`src/rtl/mic1_pkg.sv`:
```
// Shared types for the MIC-1 memory arbiter.
//   state_t : arbiter FSM states (IDLE, ISSUE, WAIT, ACK)
//   port_t  : requester select (PORT_CPU, PORT_DBG)
//   rr_pick : two-way round-robin pick given the previously granted port
package mic1_pkg;

  typedef enum logic [1:0] {
    IDLE  = 2'd0,
    ISSUE = 2'd1,
    WAIT  = 2'd2,
    ACK   = 2'd3
  } state_t;

  typedef enum logic {
    PORT_CPU = 1'b0,
    PORT_DBG = 1'b1
  } port_t;

  localparam int MAX_MEM_LAT = 4;

  // On a tie the port that did not win last time gets the slot.
  function automatic port_t rr_pick(input logic req_cpu, input logic req_dbg,
                                    input port_t last);
    port_t p;
    if (req_cpu && req_dbg) p = (last == PORT_CPU) ? PORT_DBG : PORT_CPU;
    else if (req_cpu)       p = PORT_CPU;
    else                    p = PORT_DBG;
    return p;
  endfunction

endpackage

```
`src/rtl/mic1_mem_arbiter_rr_arb2.sv`:
```
// rr_arb2: two-requester round-robin arbiter.
//   clk, rst_n       : clock, async active-low reset
//   req_cpu, req_dbg : eligible requests (already qualified by the caller)
//   accept           : caller takes the current grant this cycle
//   gnt_vld, gnt     : a grant is available / which port it goes to
// last_grant only moves when a grant is accepted, so a grant offered while
// the FSM is busy does not disturb fairness.
module rr_arb2
  import mic1_pkg::*;
(
  input  logic  clk,
  input  logic  rst_n,
  input  logic  req_cpu,
  input  logic  req_dbg,
  input  logic  accept,
  output logic  gnt_vld,
  output port_t gnt
);

  port_t last_grant;

  always_comb begin
    gnt_vld = req_cpu | req_dbg;
    gnt     = rr_pick(req_cpu, req_dbg, last_grant);
  end

  // Resets to debug so the CPU wins the first tie.
  always_ff @(posedge clk or negedge rst_n) begin
    if (!rst_n)                  last_grant <= PORT_DBG;
    else if (accept && gnt_vld)  last_grant <= gnt;
  end

endmodule

```
`src/rtl/mic1_mem_arbiter.sv`:
```
// mic1_mem_arbiter: shares one single-port main memory between the MIC-1 CPU
// and the UART debug/loader port.
//   cpu_req/we/addr/wdata -> cpu_ack (1-cycle pulse), cpu_rdata (held)
//   dbg_req/we/addr/wdata -> dbg_ack (1-cycle pulse), dbg_rdata (held)
//   dbg_halt              : blocks new CPU grants (in-flight CPU access completes)
//   mem_en/we/addr/wdata  : one-cycle memory strobe per transaction
//   mem_rdata             : read data, valid MEM_LAT cycles after mem_en
//   busy                  : high whenever the FSM is not IDLE
// Read: IDLE -> ISSUE -> WAIT x MEM_LAT -> ACK. Write: IDLE -> ISSUE -> ACK.
module mic1_mem_arbiter
  import mic1_pkg::*;
#(
  parameter int ADDR_W  = 8,
  parameter int DATA_W  = 32,
  parameter int MEM_LAT = 1
)(
  input  logic              clk,
  input  logic              rst_n,
  input  logic              cpu_req,
  input  logic              cpu_we,
  input  logic [ADDR_W-1:0] cpu_addr,
  input  logic [DATA_W-1:0] cpu_wdata,
  output logic              cpu_ack,
  output logic [DATA_W-1:0] cpu_rdata,
  input  logic              dbg_req,
  input  logic              dbg_we,
  input  logic [ADDR_W-1:0] dbg_addr,
  input  logic [DATA_W-1:0] dbg_wdata,
  output logic              dbg_ack,
  output logic [DATA_W-1:0] dbg_rdata,
  input  logic              dbg_halt,
  output logic              mem_en,
  output logic              mem_we,
  output logic [ADDR_W-1:0] mem_addr,
  output logic [DATA_W-1:0] mem_wdata,
  input  logic [DATA_W-1:0] mem_rdata,
  output logic              busy
);

  localparam logic [2:0] LAT_LAST = 3'(MEM_LAT - 1);

  state_t            state, state_nxt;
  port_t             gnt, gnt_q;
  logic              gnt_vld, accept, cpu_elig, wait_last;
  logic              we_q;
  logic [ADDR_W-1:0] addr_q;
  logic [DATA_W-1:0] wdata_q, cpu_rdata_q, dbg_rdata_q;
  logic [2:0]        wait_cnt;

  assign cpu_elig  = cpu_req & ~dbg_halt;
  assign wait_last = (wait_cnt == LAT_LAST);

  rr_arb2 u_arb (
    .clk     (clk),
    .rst_n   (rst_n),
    .req_cpu (cpu_elig),
    .req_dbg (dbg_req),
    .accept  (accept),
    .gnt_vld (gnt_vld),
    .gnt     (gnt)
  );

  always_ff @(posedge clk or negedge rst_n) begin
    if (!rst_n) state <= IDLE;
    else        state <= state_nxt;
  end

  always_comb begin
    state_nxt = state;
    accept    = 1'b0;
    case (state)
      IDLE: begin
        if (gnt_vld) begin
          accept    = 1'b1;
          state_nxt = ISSUE;
        end
      end
      ISSUE:   state_nxt = we_q ? ACK : WAIT;
      WAIT:    if (wait_last) state_nxt = ACK;
      ACK:     state_nxt = IDLE;
      default: state_nxt = IDLE;
    endcase
  end

  // Transaction fields are frozen at grant; later input changes are ignored.
  always_ff @(posedge clk or negedge rst_n) begin
    if (!rst_n) begin
      gnt_q   <= PORT_CPU;
      we_q    <= 1'b0;
      addr_q  <= '0;
      wdata_q <= '0;
    end else if (accept) begin
      gnt_q <= gnt;
      if (gnt == PORT_CPU) begin
        we_q    <= cpu_we;
        addr_q  <= cpu_addr;
        wdata_q <= cpu_wdata;
      end else begin
        we_q    <= dbg_we;
        addr_q  <= dbg_addr;
        wdata_q <= dbg_wdata;
      end
    end
  end

  always_ff @(posedge clk or negedge rst_n) begin
    if (!rst_n)               wait_cnt <= '0;
    else if (state == ISSUE)  wait_cnt <= '0;
    else if (state == WAIT)   wait_cnt <= wait_cnt + 3'd1;
  end

  // Capture on the last WAIT cycle, which is exactly MEM_LAT after ISSUE.
  always_ff @(posedge clk or negedge rst_n) begin
    if (!rst_n) begin
      cpu_rdata_q <= '0;
      dbg_rdata_q <= '0;
    end else if (state == WAIT && wait_last) begin
      if (gnt_q == PORT_CPU) cpu_rdata_q <= mem_rdata;
      else                   dbg_rdata_q <= mem_rdata;
    end
  end

  assign mem_en    = (state == ISSUE);
  assign mem_we    = mem_en & we_q;
  assign mem_addr  = addr_q;
  assign mem_wdata = wdata_q;
  assign busy      = (state != IDLE);
  assign cpu_ack   = (state == ACK) && (gnt_q == PORT_CPU);
  assign dbg_ack   = (state == ACK) && (gnt_q == PORT_DBG);
  assign cpu_rdata = cpu_rdata_q;
  assign dbg_rdata = dbg_rdata_q;

endmodule
```
`config.mk`:
```
export PLATFORM = sky130hd
export DESIGN_NAME = mic1_mem_arbiter
export DESIGN_NICKNAME = d
export VERILOG_FILES = /design/src/rtl/mic1_pkg.sv /design/src/rtl/mic1_mem_arbiter_rr_arb2.sv /design/src/rtl/mic1_mem_arbiter.sv
export SDC_FILE = /design/constraint.sdc
export NUM_CORES = 1
export LEC_CHECK = 0
export BUFFER_PORTS_ARGS = -buffer_cell sky130_fd_sc_hd__buf_2
export CAP_MARGIN = 5
export CORE_ASPECT_RATIO = 1.1
export CORE_MARGIN = 5
export CORE_UTILIZATION = 48
export CTS_BUF_LIST = sky130_fd_sc_hd__clkbuf_8
export CTS_CLUSTER_SIZE = 10
export DETAILED_ROUTE_END_ITERATION = 12
export PLACE_DENSITY = 0.82
export SLEW_MARGIN = 10
export SYNTH_ARGS = -nofsm -noshare
export SYNTH_HDL_FRONTEND = slang
export SYNTH_SLANG_ARGS = --single-unit
```
`constraint.sdc`:
```
create_clock -name clk -period 2.27 [get_ports clk]
set_input_delay 0.3405 -clock clk [delete_from_list [all_inputs] [get_ports clk]]
set_output_delay 0.3405 -clock clk [all_outputs]
set_load 0.005 [all_outputs]
```
---- Yosys cells after proc, flatten, opt, wreduce, memory -nomap -nowiden ----
Index checks and enable logic that the tools add are counted.
W data, S select, Z words.
word-level totals
  register bits after elaboration ......... 112
  logic and storage cells ................. 46
  output and inout port bits .............. 109
operators by class
  add/sub/neg operators ................... 1
  multiplexer cells ....................... 14
  bitwise logic cells ..................... 5
  reductions and logical operators ........ 12
  eq/ne operators ......................... 5
operators with widths
  cell                   number
  $mux W32               1
  $mux W8                1
  $pmux W2 S4            1
  $mux W1                7
  $mux W3                2
  $reduce_and A2 Y1      3
  $logic_and A1 B1 Y1    5
  $eq A2 B2 Y1 const B   2
  $mux W2                2
  $reduce_bool A2 Y1     2
  $add A3 B1 Y3 const B  1
  $logic_not A3 Y1       1
  $and A1 B1 Y1          2
  $eq A2 B1 Y1 const B   1
  $logic_not A2 Y1       1
  $ne A2 B1 Y1 const B   1
  $ne A2 B2 Y1 const B   1
  $not A1 Y1             2
  $or A1 B1 Y1           1

---- Longest topological paths before layout ----
Gate-level depths: netlist of run 1.
  depth after elaboration ................. 6
  depth in mapped cells ................... 6
  depth with buffers taken out ............ 6

---- By module ----
Synthesis of run 1 repeated with hierarchy kept, for this count alone.
second synthesis, totals
  cell total of the unflattened synthesis .. 361
  area, all modules ....................... 4,723.3 µm²
by module, submodules not included
  module            cells an instance  instances  area each (µm²)
  mic1_mem_arbiter  355                1          4,670.7
  rr_arb2           6                  1          52.6

---- Least setup slack after synthesis of run 1 ----
No wires, ideal clock.
  path kind ............................... reg-to-reg
  from .................................... register wait_cnt[0]
  to ...................................... register cpu_rdata_q[10] (netlist: cpu_rdata[10])
  library setup time ...................... 0.125 ns
  period minus slack after synthesis ...... 1.643 ns
  data required time ...................... 2.145 ns
  cell stages (with the launch flop) ...... 7
  setup slack ............................. 0.627 ns
  data arrival time ....................... 1.518 ns
  path through ............................ dfrtp_1 -> inv_1 -> ha_1 -> nand2b_4 -> nor3b_4 -> buf_6 -> mux2_2
on the way
  cells in the longest elaborated chain, start to end .. 3
ends and longest elaborated chain
  element                      line                     source
  start: declaration           mic1_mem_arbiter.sv:48   logic [2:0] wait_cnt;
  start signal: assignment     mic1_mem_arbiter.sv:109  else if (state == WAIT) wait_cnt <= wait_cnt + 3'd1;
  $logic_not A3 Y1             mic1_mem_arbiter.sv:51   assign wait_last = (wait_cnt == LAT_LAST);
  $logic_and A1 B1 Y1          mic1_mem_arbiter.sv:117  end else if (state == WAIT && wait_last) begin
  $reduce_and A2 Y1 (no line)  n/a
  end signal: assignment       mic1_mem_arbiter.sv:118  if (gnt_q == PORT_CPU) cpu_rdata_q <= mem_rdata;
  end: declaration             mic1_mem_arbiter.sv:47   logic [DATA_W-1:0] wdata_q, cpu_rdata_q, dbg_rdata_q;
Every way passes these cells.
A chain may end at the register's enable or synchronous reset.

---- Worst setup path in the final report of run 1 ----
  from .................................... register state[0]
  to ...................................... register dbg_rdata_q[12] (netlist: dbg_rdata[12])
on the way
  cells in the longest elaborated chain, start to end .. 3
ends and longest elaborated chain
  element                      line                     source
  start: declaration           mic1_mem_arbiter.sv:42   state_t state, state_nxt;
  start signal: assignment     mic1_mem_arbiter.sv:65   else state <= state_nxt;
  $eq A2 B2 Y1                 mic1_mem_arbiter.sv:117
  $logic_and A1 B1 Y1          mic1_mem_arbiter.sv:117
  $reduce_and A2 Y1 (no line)  n/a
  end signal: assignment       mic1_mem_arbiter.sv:119  else dbg_rdata_q <= mem_rdata;
  end: declaration             mic1_mem_arbiter.sv:47
Every way passes these cells.

==> impl_results.md, run 1 <==
* Outcome: complete, no violations
* R2R depth at 5
* Post_cts resized at 0
* Synth Instances at 360
* Fin cells at 714
* Top cell type by total area after synthesis: dfrtp_1
* Most common cell after layout, fill and taps aside: buf_2
* Die footprint at 12000 um2
* H-tree depth at 3
* Sequential share of power at 44.9%
* DR vias at 3479
* Postcts setup bufs at 0
* Syn Area/Cell at 13.21 um2
* Kind of critical path: flop to flop
* Initial antenna violation count at 0
* DRC at 0
* CTS Root Cell: clkbuf_8
* Syn Std Cell Area at 4755 um2
* Total gr overflow at 0
* Latest clock arrival within the worst-skew pair at 0.38 ns
* CTS tree: built
* Routed len/inst at 15.47 um
* Die H at 114.4 um
* Die Wd at 104.9 um
* M1 GR Usage at 23.66%
* Worst setup SP type: flop
* Largest net degree at the start of global routing at 45
* Met3 Use GR at 4.907%
* R2r setup slk at 0.49 ns
* CP max-delay cell: dfrtp_1
* Combinational share of power at 38.2%
* Post-synth top area share at 58.42%
* Leakage at 3.250 nW
* Placed wire-length estimate at 8778 um
* Met2 GRT Util at 30.23%
* Placed Instances at 697
* ANT nets after route at 0
* Starting density of the core at 48.54%
* Hold Crit Depth at 2
* Post-synth EDFFs at 0
* Final Hold Viols at 0
* CP Cell Sequence: inv_1 > ha_1 > nand4_2 > buf_4 > mux2_2
* Period minus WS final at 1.781 ns
* Gr usage total at 18.46%
* Crit path DAT at 2.03 ns
* Clk pwr share at 16.9%
* Switching part of the total at 32.71%
* Crit end category: flop
* Register area share after synthesis at 58.97%
* Worst slew pin tran at 0.4916 ns
* Drt first-iter violations at 113
* Relative slew slack at 67.10%
* Yosys cell types at 29
* YS warnings at 0
* Async SR Flop Fraction at 100.0%
* Cts hold-fix bufs at 1
* CP top delay family: buffers and inverters
* Pwr/cell area at 1233 nW/um2
* Boundary Pins at 228
* Post-layout nets at 714
* Row count at 38
* Most frequent cells in the layout: 226 x buf_2, 111 x dfrtp_1, 58 x mux2_2
* Setup TNS at 0 ns
* Antenna cells at 0
* Placer Congestion at 0.7884
* Maxcap violations at 0
* RSZ-0062 raised after global routing: false
* Maximum fanout along the worst path at 32
* Final max-slew violation count at 0
* Final period util at 78.46%
* VDD IR max at 0.5112 mV
* Final core utilization at 64.00%
* Hold Path End: dbg_rdata[14]$_DFFE_PN0P_
* #FFs+latches synth at 112
* Psw at 2.529 mW
* Vias in the first global route at 3671
* Global-route wire length before repair at 17910 um
* Worst R2R Start: state[0]$_DFFE_PN0P_
* Final Setup Violations at 0
* R2r endpoint: dbg_rdata[12]$_DFFE_PN0P_
* Initial DRT Pass Iterations at 4
* CTS Sinks at 112
* Worst path buffer plus inverter count at 2
* Port Buffers at 227
* Filler instances at 763
* GR peak layer: met2
* Layout area overhead at 31.84%
* Syn nets at 485
* Clk buf depth at 2
* Most used DFF post-synth: dfrtp_1
* Core area at 9794 um2
* Worst hold start: mem_rdata[14]
* Cell Int Power at 5.203 mW
* Drt total wl at 11050 um
* Min Hold Slack at 0.1981 ns
* Maximum clock frequency at 561.5 MHz
* DR vias/cell at 4.873
* Hold WC Path Type: input port to flop
* Top cells by area, synth: dfrtp_1 58%, mux2_2 14%, mux2i_1 8.6%
* Share of layout cells above drive strength 1 at 53.37%
* TritonCTS buffer count at 9
* Reg clk slew, reported paths at 0.12 ns
* Slowest stage delay, CP at 0.45 ns
* WP data required at 2.52 ns
* Clock Skew at 0.02293 ns
## worst reg2reg max path, cell delays in order, from the launching register on
cell and delay (ns):
dfrtp_1 0.45, inv_1 0.09, ha_1 0.26, nand4_2 0.10, buf_4 0.38, mux2_2 0.41
## cell usage after synthesis, types with 2 or more instances
| library cell | n |
|---|---|
| a21oi_1 | 5 |
| and2_1 | 2 |
| buf_2 | 3 |
| buf_6 | 5 |
| buf_8 | 3 |
| clkbuf_1 | 8 |
| dfrtp_1 | 111 |
| ha_1 | 6 |
| inv_1 | 7 |
| mux2_1 | 8 |
| mux2_2 | 58 |
| mux2i_1 | 41 |
| nand2_1 | 43 |
| nor2_1 | 4 |
| o21ai_0 | 5 |
| o21ai_1 | 38 |
## power groups by stage
stage	combinational [mW]	clock, mW	sequential (mW)
2_1_floorplan	1.49	0	3.54
3_3_place_gp	2.87	0	3.46
3_5_place_dp	3.03	0	3.51
4_1_cts	3.02	1.35	3.48
5_1_grt	3.30	1.43	3.61
6_report	2.95	1.31	3.47
## cell type report
class,count,area (um2),area share [%]
flip-flops and latches,112,2804,44.73
repair buffers,237,1266,20.20
clock buffers,10,137.6,2.196
multi-input cells,222,1793,28.60
well taps,120,150.1,2.395
inverters,7,26.28,0.4192
clock inverters,6,91.34,1.457
## metal layers
layer	part of all wire (%)	wire length (um)	up-vias
li1	-	-	1698
met1	41	4549	1599
met2	47	5244	169
met3	9.6	1064	13
met4	1.7	186	0
met5	0	0	-
## flip-flops by register name, indices dropped and copies added (netlist names)
name	count
dbg_rdata	32
mem_addr	8
we_q	1
u_arb.last_grant	1
cpu_rdata	32
mem_wdata	32
gnt_q	1
state	2
wait_cnt	3
## worst max path at each step
| stage | slack (ns) | cells past startpoint | to | start |
|---|---|---|---|---|
| 2_1_floorplan | 0.63 | 6 | cpu_rdata[10]$_DFFE_PN0P_ | wait_cnt[0]$_DFFE_PN0P_ |
| 3_3_place_gp | 0.57 | 5 | dbg_rdata[10]$_DFFE_PN0P_ | state[0]$_DFFE_PN0P_ |
| 3_5_place_dp | 0.49 | 5 | dbg_rdata[13]$_DFFE_PN0P_ | state[0]$_DFFE_PN0P_ |
| 4_1_cts | 0.47 | 4 | busy | state[0]$_DFFE_PN0P_ |
| 5_1_grt | 0.40 | 5 | dbg_rdata[12]$_DFFE_PN0P_ | state[0]$_DFFE_PN0P_ |
| 6_report | 0.49 | 5 | dbg_rdata[12]$_DFFE_PN0P_ | state[0]$_DFFE_PN0P_ |
## cell families after synthesis
family | count (synthesis) | synth area share, %
multiplexers | 107 | 24.26
AND/OR/NAND/NOR | 56 | 5.605
AO/OA/AOI/OAI | 53 | 5.947
buffers and inverters | 26 | 3.631
adder cells (fa/ha/maj) | 6 | 1.579
flip-flops | 112 | 58.97
## metrics by stage
stage               worst slack (ns)  total power, mW  cell area, um2
floorplan                     0.6273            5.033            4755
global placement              0.5716            6.328            6030
detailed placement            0.4928            6.537            6030
CTS                           0.4745            7.856            6269
global route                  0.4012            8.345            6269
finish                        0.4891            7.732            6269
Power figures use the tool's default switching activity.
==> run 2: changes to the inputs <==
ABC_AREA = 1   (was not set)
CORE_UTILIZATION = 49   (was 48)
clock period = 1.7 ns   (was 2.27 ns; I/O delays follow)
==> impl_results.md, run 2 <==
* Wire length on met1 at 5615 um (+23%)
* Die footprint at 12630 um2 (+5.3%)
* Final period util at 94.35%
* Register area at 2804 um2 (unchanged)
* Most frequent cells in the layout: 226 x buf_2, 200 x nand2_1, 129 x inv_1
* Pwr/cell area at 1613 nW/um2 (+31%)
* Placer Congestion at 0.8216 (+4.2%)
* Most common library cells after synthesis: 200 x nand2_1, 129 x inv_1, 111 x dfrtp_1, 87 x nand3_1, 68 x o21ai_0
* Syn Std Cell Area at 5136 um2 (+8.0%)
* Drt first-iter violations at 249 (+120%)
* Most used DFF post-synth: dfrtp_1
* CTS Sinks at 112 (unchanged)
* Drt total wl at 13720 um (+24%)
* CTS tree: built
* DR vias/cell at 4.671 (-4.1%)
* Final Setup Violations at 0 (unchanged)
* Maxcap violations at 0 (unchanged)
* Clock Skew at 0.02023 ns (-0.002703 ns)
* Die H at 117.4 um (+2.6%)
* Register area share after synthesis at 54.59% (-4.4 points)
* Worst setup SP type: flop
* Routed len/inst at 13.50 um (-13%)
* CTS Root Cell: clkbuf_8
* DP Area at 6472 um2 (+7.3%)
* Clk buf depth at 2 (unchanged)
* Global-route wire length before repair at 22220 um (+24%)
* Fin cells at 1016 (+42%)
* Port Buffers at 227 (unchanged)
* Placed Instances at 999 (+43%)
* Post-synth EDFFs at 0 (unchanged)
* DRC at 0 (unchanged)
* Post-layout nets at 993 (+39%)
* Post-layout instance area at 6695 um2 (+6.8%)
* Post-synth top area share at 54.08% (-4.3 points)
* Crit path DAT at 1.35 ns (-0.68 ns)
* Top cells by area, synth: dfrtp_1 54%, nand2_1 15%, inv_1 9.4%
* Final max-slew violation count at 0 (unchanged)
* Outcome: complete, no violations
* Row count at 39 (+2.6%)
* Yosys cell types at 21 (-28%)
* Async SR Flop Fraction at 100.0% (unchanged)
* Antenna cells at 0 (unchanged)
* Vias in the first global route at 4653 (+27%)
* Worst slew pin tran at 0.4051 ns (-0.08650 ns)
* Final core utilization at 64.72% (+0.72 points)
* Syn Area/Cell at 7.938 um2 (-40%)
* Multi-input logic area at 1694 um2 (-5.5%)
* Synth Instances at 647 (+80%)
* #FFs+latches synth at 112 (unchanged)
* DR vias at 4746 (+36%)
* Placed wire-length estimate at 10220 um (+16%)
* Count leader, synth: nand2_1
* Maximum fanout along the worst path at 5 (-84%)
* Largest net degree at the start of global routing at 65 (+44%)
* H-tree depth at 3 (unchanged)
* Wire length on met3 at 690 um (-35%)
* Layout area overhead at 30.35%
* Total gr overflow at 0 (unchanged)
* TritonCTS buffer count at 9 (unchanged)
* Gr usage total at 21.59% (+3.1 points)
* ANT nets after route at 0 (unchanged)
* Leakage at 4.108 nW (+26%)
* RSZ-0062 raised after global routing: false
* WP data required at 1.44 ns (-1.08 ns)
* Reg clk slew, reported paths at 0.12 ns (about the same)
* Top cell type by total area after synthesis: dfrtp_1
* Period minus WS final at 1.604 ns
* VDD IR max at 0.7439 mV (+46%)
* Maximum clock frequency at 623.5 MHz
* Highest Signal Layer: met4
* Boundary Pins at 228 (unchanged)
* R2r setup slk at 0.16 ns (-0.33 ns)
* YS warnings at 0 (unchanged)
* Final Hold Viols at 0 (unchanged)
* Min Hold Slack at 0.1351 ns (-0.06297 ns)
* Hold WC Path Type: input port to flop
* Initial antenna violation count at 0 (unchanged)
* Filler instances at 937 (+23%)
* Latest clock arrival within the worst-skew pair at 0.37 ns (about the same)
* Kind of critical path: flop to output port
* Setup TNS at 0 ns (unchanged)
* Core area at 10340 um2 (+5.6%)
* Syn nets at 772 (+59%)
* Crit end category: output port
* Relative slew slack at 72.99% (+5.9 points)
* Initial DRT Pass Iterations at 4 (unchanged)
* Starting density of the core at 49.65% (+1.1 points)
* Met2 wire len at 7017 um (+34%)
* Share of layout cells above drive strength 1 at 30.70% (-23 points)
* Die Wd at 107.6 um (+2.6%)
* Most common cell after layout, fill and taps aside: buf_2
run 2: changes by cell type after synthesis, moves of 3 or more:
cell,change
nand2_1,+157
inv_1,+122
nand3_1,+87
o21ai_0,+63
mux2_2,-58
mux2i_1,-41
o21ai_1,-38
buf_2,+20
mux2_1,-8
buf_6,-5
a21oi_1,-4
buf_1,+3
buf_8,-3
nor2_1,-3
run 2: cells by family after synthesis:
kind of cell / Yosys count / synth area share, %
AND/OR/NAND/NOR: 294 / 24.14
buffers and inverters: 163 / 12.47
flip-flops: 112 / 54.59
AO/OA/AOI/OAI: 71 / 7.162
adder cells (fa/ha/maj): 6 / 1.462
XOR/XNOR: 1 / 0.1706
run 2: area by class of cell:
cell class,instances,share of cell area (%)
flip-flops and latches,112,41.88
multi-input cells,372,25.30
repair buffers,242,19.72
clock buffers,9,1.850
well taps,143,2.672
inverters,131,7.382
clock inverters,7,1.196
run 2: critical path, cell delays in order (launching register included):
cell	delay [ns]
dfrtp_1	0.39
buf_4	0.15
ha_2	0.21
nand2_1	0.08
inv_1	0.04
buf_2	0.12
run 2: what timing repair did:
item                       4_1_cts  5_1_grt
hold buffers                     1        0
setup endpoints to repair        0       35
buffers inserted                 0        0
hold endpoints to repair        25        0
gates resized for setup          0        4
run 2: through the flow:
step                      setup WS (ns)  power [mW]
final                           0.09605       10.80
after global routing           0.007178       11.74
after CTS                    0.00005784       10.91
after detailed placement         0.1061       9.316
after global placement           0.1454       9.103
after floorplan                  0.3346       7.019
run 2: path summary, 6_finish.rpt:
kind | start | end | cells past startpoint
max in group asynchronous | rst_n | u_arb.last_grant$_DFFE_PN1P_ | 3
worst max register to register | state[0]$_DFFE_PN0P_ | mem_wdata[13]$_DFFE_PN0P_ | 7
worst min-delay path | mem_rdata[17] | cpu_rdata[17]$_DFFE_PN0P_ | 3
min in group asynchronous | rst_n | mem_wdata[15]$_DFFE_PN0P_ | 2
worst max-delay path | state[0]$_DFFE_PN0P_ | mem_we | 5
worst min register to register | dbg_rdata[30]$_DFFE_PN0P_ | dbg_rdata[30]$_DFFE_PN0P_ | 2
run 2: where the power goes:
group | internal (mW) | switching, mW | total [mW]
Clock | 0.590 | 0.982 | 1.57
Sequential | 4.02 | 0.705 | 4.72
Combinational | 1.97 | 2.54 | 4.50
Total | 6.57 | 4.22 | 10.8
run 2: per-layer routing:
metal  vias up  track usage [%]
li1       2401                -
met1      2168            27.25
met2       144            36.98
met3        33            3.626
met4         0            7.893
met5         -                0
==> run 3: changes to the inputs <==
CORE_UTILIZATION = 44   (was 49)
PLACE_DENSITY = 0.77   (was 0.82)
clock period = 1.4 ns   (was 1.7 ns; I/O delays follow)
==> impl_results.md, run 3 (synthesis results as in run 2) <==
* Outcome: finished with violations
* Failing checks: negative setup slack
* Maximum fanout along the worst path at 7 (+2)
* Worst hold start: mem_rdata[14]
* Pre-CTS WS at -0.04101 ns (-0.1471 ns)
* Share of layout cells above drive strength 1 at 39.62% (+8.9 points)
* CTS tree: built
* Maximum clock frequency at 630.4 MHz
* DP Area at 6596 um2 (+1.9%)
* DR vias at 5100 (+7.5%)
* Largest net degree at the start of global routing at 65 (unchanged)
* Relative slew slack at 77.40% (+4.4 points)
* Crit end category: flop
* Worst setup SP type: flop
* VDD IR max at 1.054 mV (+42%)
* Layout area overhead at 46.85%
* Final max-slew violation count at 0 (unchanged)
* DRC at 0 (unchanged)
* Initial antenna violation count at 1 (+1)
* Clk buf depth at 2 (unchanged)
* Crit path DAT at 1.89 ns (+0.54 ns)
* R2r endpoint: mem_wdata[13]$_DFFE_PN0P_
* Hold WC Path Type: input port to flop
* Placed wire-length estimate at 10480 um (+2.5%)
* Latest clock arrival within the worst-skew pair at 0.37 ns (about the same)
* CTS Sinks at 112 (unchanged)
* Die Wd at 113.0 um (+5.0%)
* Core area at 11440 um2 (+11%)
* Hold Crit Depth at 3 (unchanged)
* H-tree depth at 3 (unchanged)
* Final Setup Violations at 112 (+112)
* Vias in the first global route at 4891 (+5.1%)
* Fin cells at 1052 (+3.5%)
* Drt first-iter violations at 356 (+43%)
* Total gr overflow at 0 (unchanged)
* Clock Skew at 0.01313 ns (-0.007101 ns)
* Worst R2R Start: state[1]$_DFFE_PN0P_
* TritonCTS buffer count at 9 (unchanged)
* Routed len/inst at 15.23 um (+13%)
* RSZ-0062 raised after global routing: true
* Maxcap violations at 0 (unchanged)
* Filler instances at 960 (+2.5%)
* Reg clk slew, reported paths at 0.12 ns (about the same)
* WP data required at 1.70 ns (+0.26 ns)
* Leakage at 4.417 nW (+7.5%)
* R2r setup slk at -0.19 ns (-0.35 ns)
* Starting density of the core at 44.90% (-4.8 points)
* DR vias/cell at 4.848 (+3.8%)
* Initial DRT Pass Iterations at 5 (+1)
* Die H at 123.3 um (+5.1%)
* Global-route wire length before repair at 23930 um (+7.7%)
* Post-layout instance area at 7542 um2 (+13%)
* CP Cell Sequence: inv_2 > buf_6 > ha_4 > inv_4 > a21oi_4 > buf_8 > buf_12 > buf_12 > nand3_2 > nand2_1
* Most common cell after layout, fill and taps aside: buf_2
* Final Hold Viols at 0 (unchanged)
* CP most frequent cell: buf_12
* Gr usage total at 21.73% (+0.14 points)
* ANT nets after route at 0 (unchanged)
* Post-layout nets at 1021 (+2.8%)
* Worst slew pin tran at 0.3391 ns (-0.06602 ns)
* CTS Root Cell: clkbuf_8
* Most frequent cells in the layout: 224 x buf_2, 184 x nand2_1, 127 x inv_1
* Drt total wl at 16030 um (+17%)
* Final period util at 113.3%
* Hold Path End: cpu_rdata[14]$_DFFE_PN0P_
* Pwr/cell area at 1995 nW/um2 (+24%)
* R2R depth at 10 (+3)
* Port Buffers at 227 (unchanged)
* Final worst slack at -0.1862 ns (-0.2823 ns)
* Row count at 41 (+5.1%)
* Kind of critical path: flop to flop
* Placed Instances at 1013 (+1.4%)
* Boundary Pins at 228 (unchanged)
* Placer Congestion at 0.8193 (-0.28%)
* CP max-delay cell: dfrtp_1
* Design Power at 15.05 mW (+39%)
* Die footprint at 13940 um2 (+10%)
* Slowest stage delay, CP at 0.44 ns (+0.05 ns)
* Period minus WS final at 1.586 ns
* Final core utilization at 65.93% (+1.2 points)
[run 3: how the worst max path moves through the flow]
stage,startpoint,depth (start not counted),endpoint
CTS,state[1]$_DFFE_PN0P_,5,cpu_ack
global placement,state[0]$_DFFE_PN0P_,8,mem_addr[6]$_DFFE_PN0P_
detailed placement,wait_cnt[1]$_DFFE_PN0P_,7,dbg_rdata[16]$_DFFE_PN0P_
finish,state[1]$_DFFE_PN0P_,10,mem_wdata[13]$_DFFE_PN0P_
global route,state[1]$_DFFE_PN0P_,7,cpu_rdata[5]$_DFFE_PN0P_
floorplan,state[0]$_DFFE_PN0P_,8,mem_addr[0]$_DFFE_PN0P_
[run 3: where the power goes]
part | switching, mW | internal, mW | total, mW
sequential | 0.923 | 4.88 | 5.80
combinational | 3.82 | 3.59 | 7.41
clock | 1.15 | 0.688 | 1.84
total | 5.89 | 9.16 | 15.1
[run 3: area by class of cell]
class                           count  area, um2  share of cell area (%)
Clock inverter                      7      61.31                  0.8129
Timing Repair Buffer              270       1831                   24.27
Tap cell                          150      187.7                   2.488
Inverter                          131      501.7                   6.652
Antenna cell                        1      2.502                 0.03318
Sequential cell                   112       2804                   37.18
Clock buffer                        9      123.9                   1.642
Multi-Input combinational cell    372       2031                   26.92
[run 3: repair_timing]
action,CTS,global route
hold buffers,1,0
pin swaps,20,14
cloned,7,5
resized for setup,75,45
endpoints found under the setup margin,55,117
setup buffers,12,3
endpoints found under the hold margin,111,0
[run 3: through the flow]
step	setup TNS, ns	hold slack (ns)
2_1_floorplan	0	-0.08559
3_5_place_dp	-0.3343	0.02618
6_report	-14.42	0.08601
4_1_cts	-4.749	0.06082
5_1_grt	-21.64	0.06933
3_3_place_gp	0	0.02587
[run 3: worst max-delay path: cells and delay by family, from the launching register on]
| kind | cells | cell delay [ns] |
|---|---|---|
| adders and majority gates | 1 | 0.14 |
| and+or+nand+nor | 2 | 0.12 |
| buffers and inverters | 6 | 0.66 |
| DFF | 1 | 0.44 |
| AOI/OAI and AO/OA | 1 | 0.15 |
[run 3: metal layers]
layer / vias to the layer above / track usage (%) / share of wire (%) / routed length (um)
li1: 2472 / - / - / -
met1: 2410 / 26.74 / 40 / 6350
met2: 185 / 37.74 / 52 / 8311
met3: 33 / 3.231 / 5.4 / 871
met4: 0 / 10.22 / 3.1 / 493
met5: - / 0 / 0 / 0
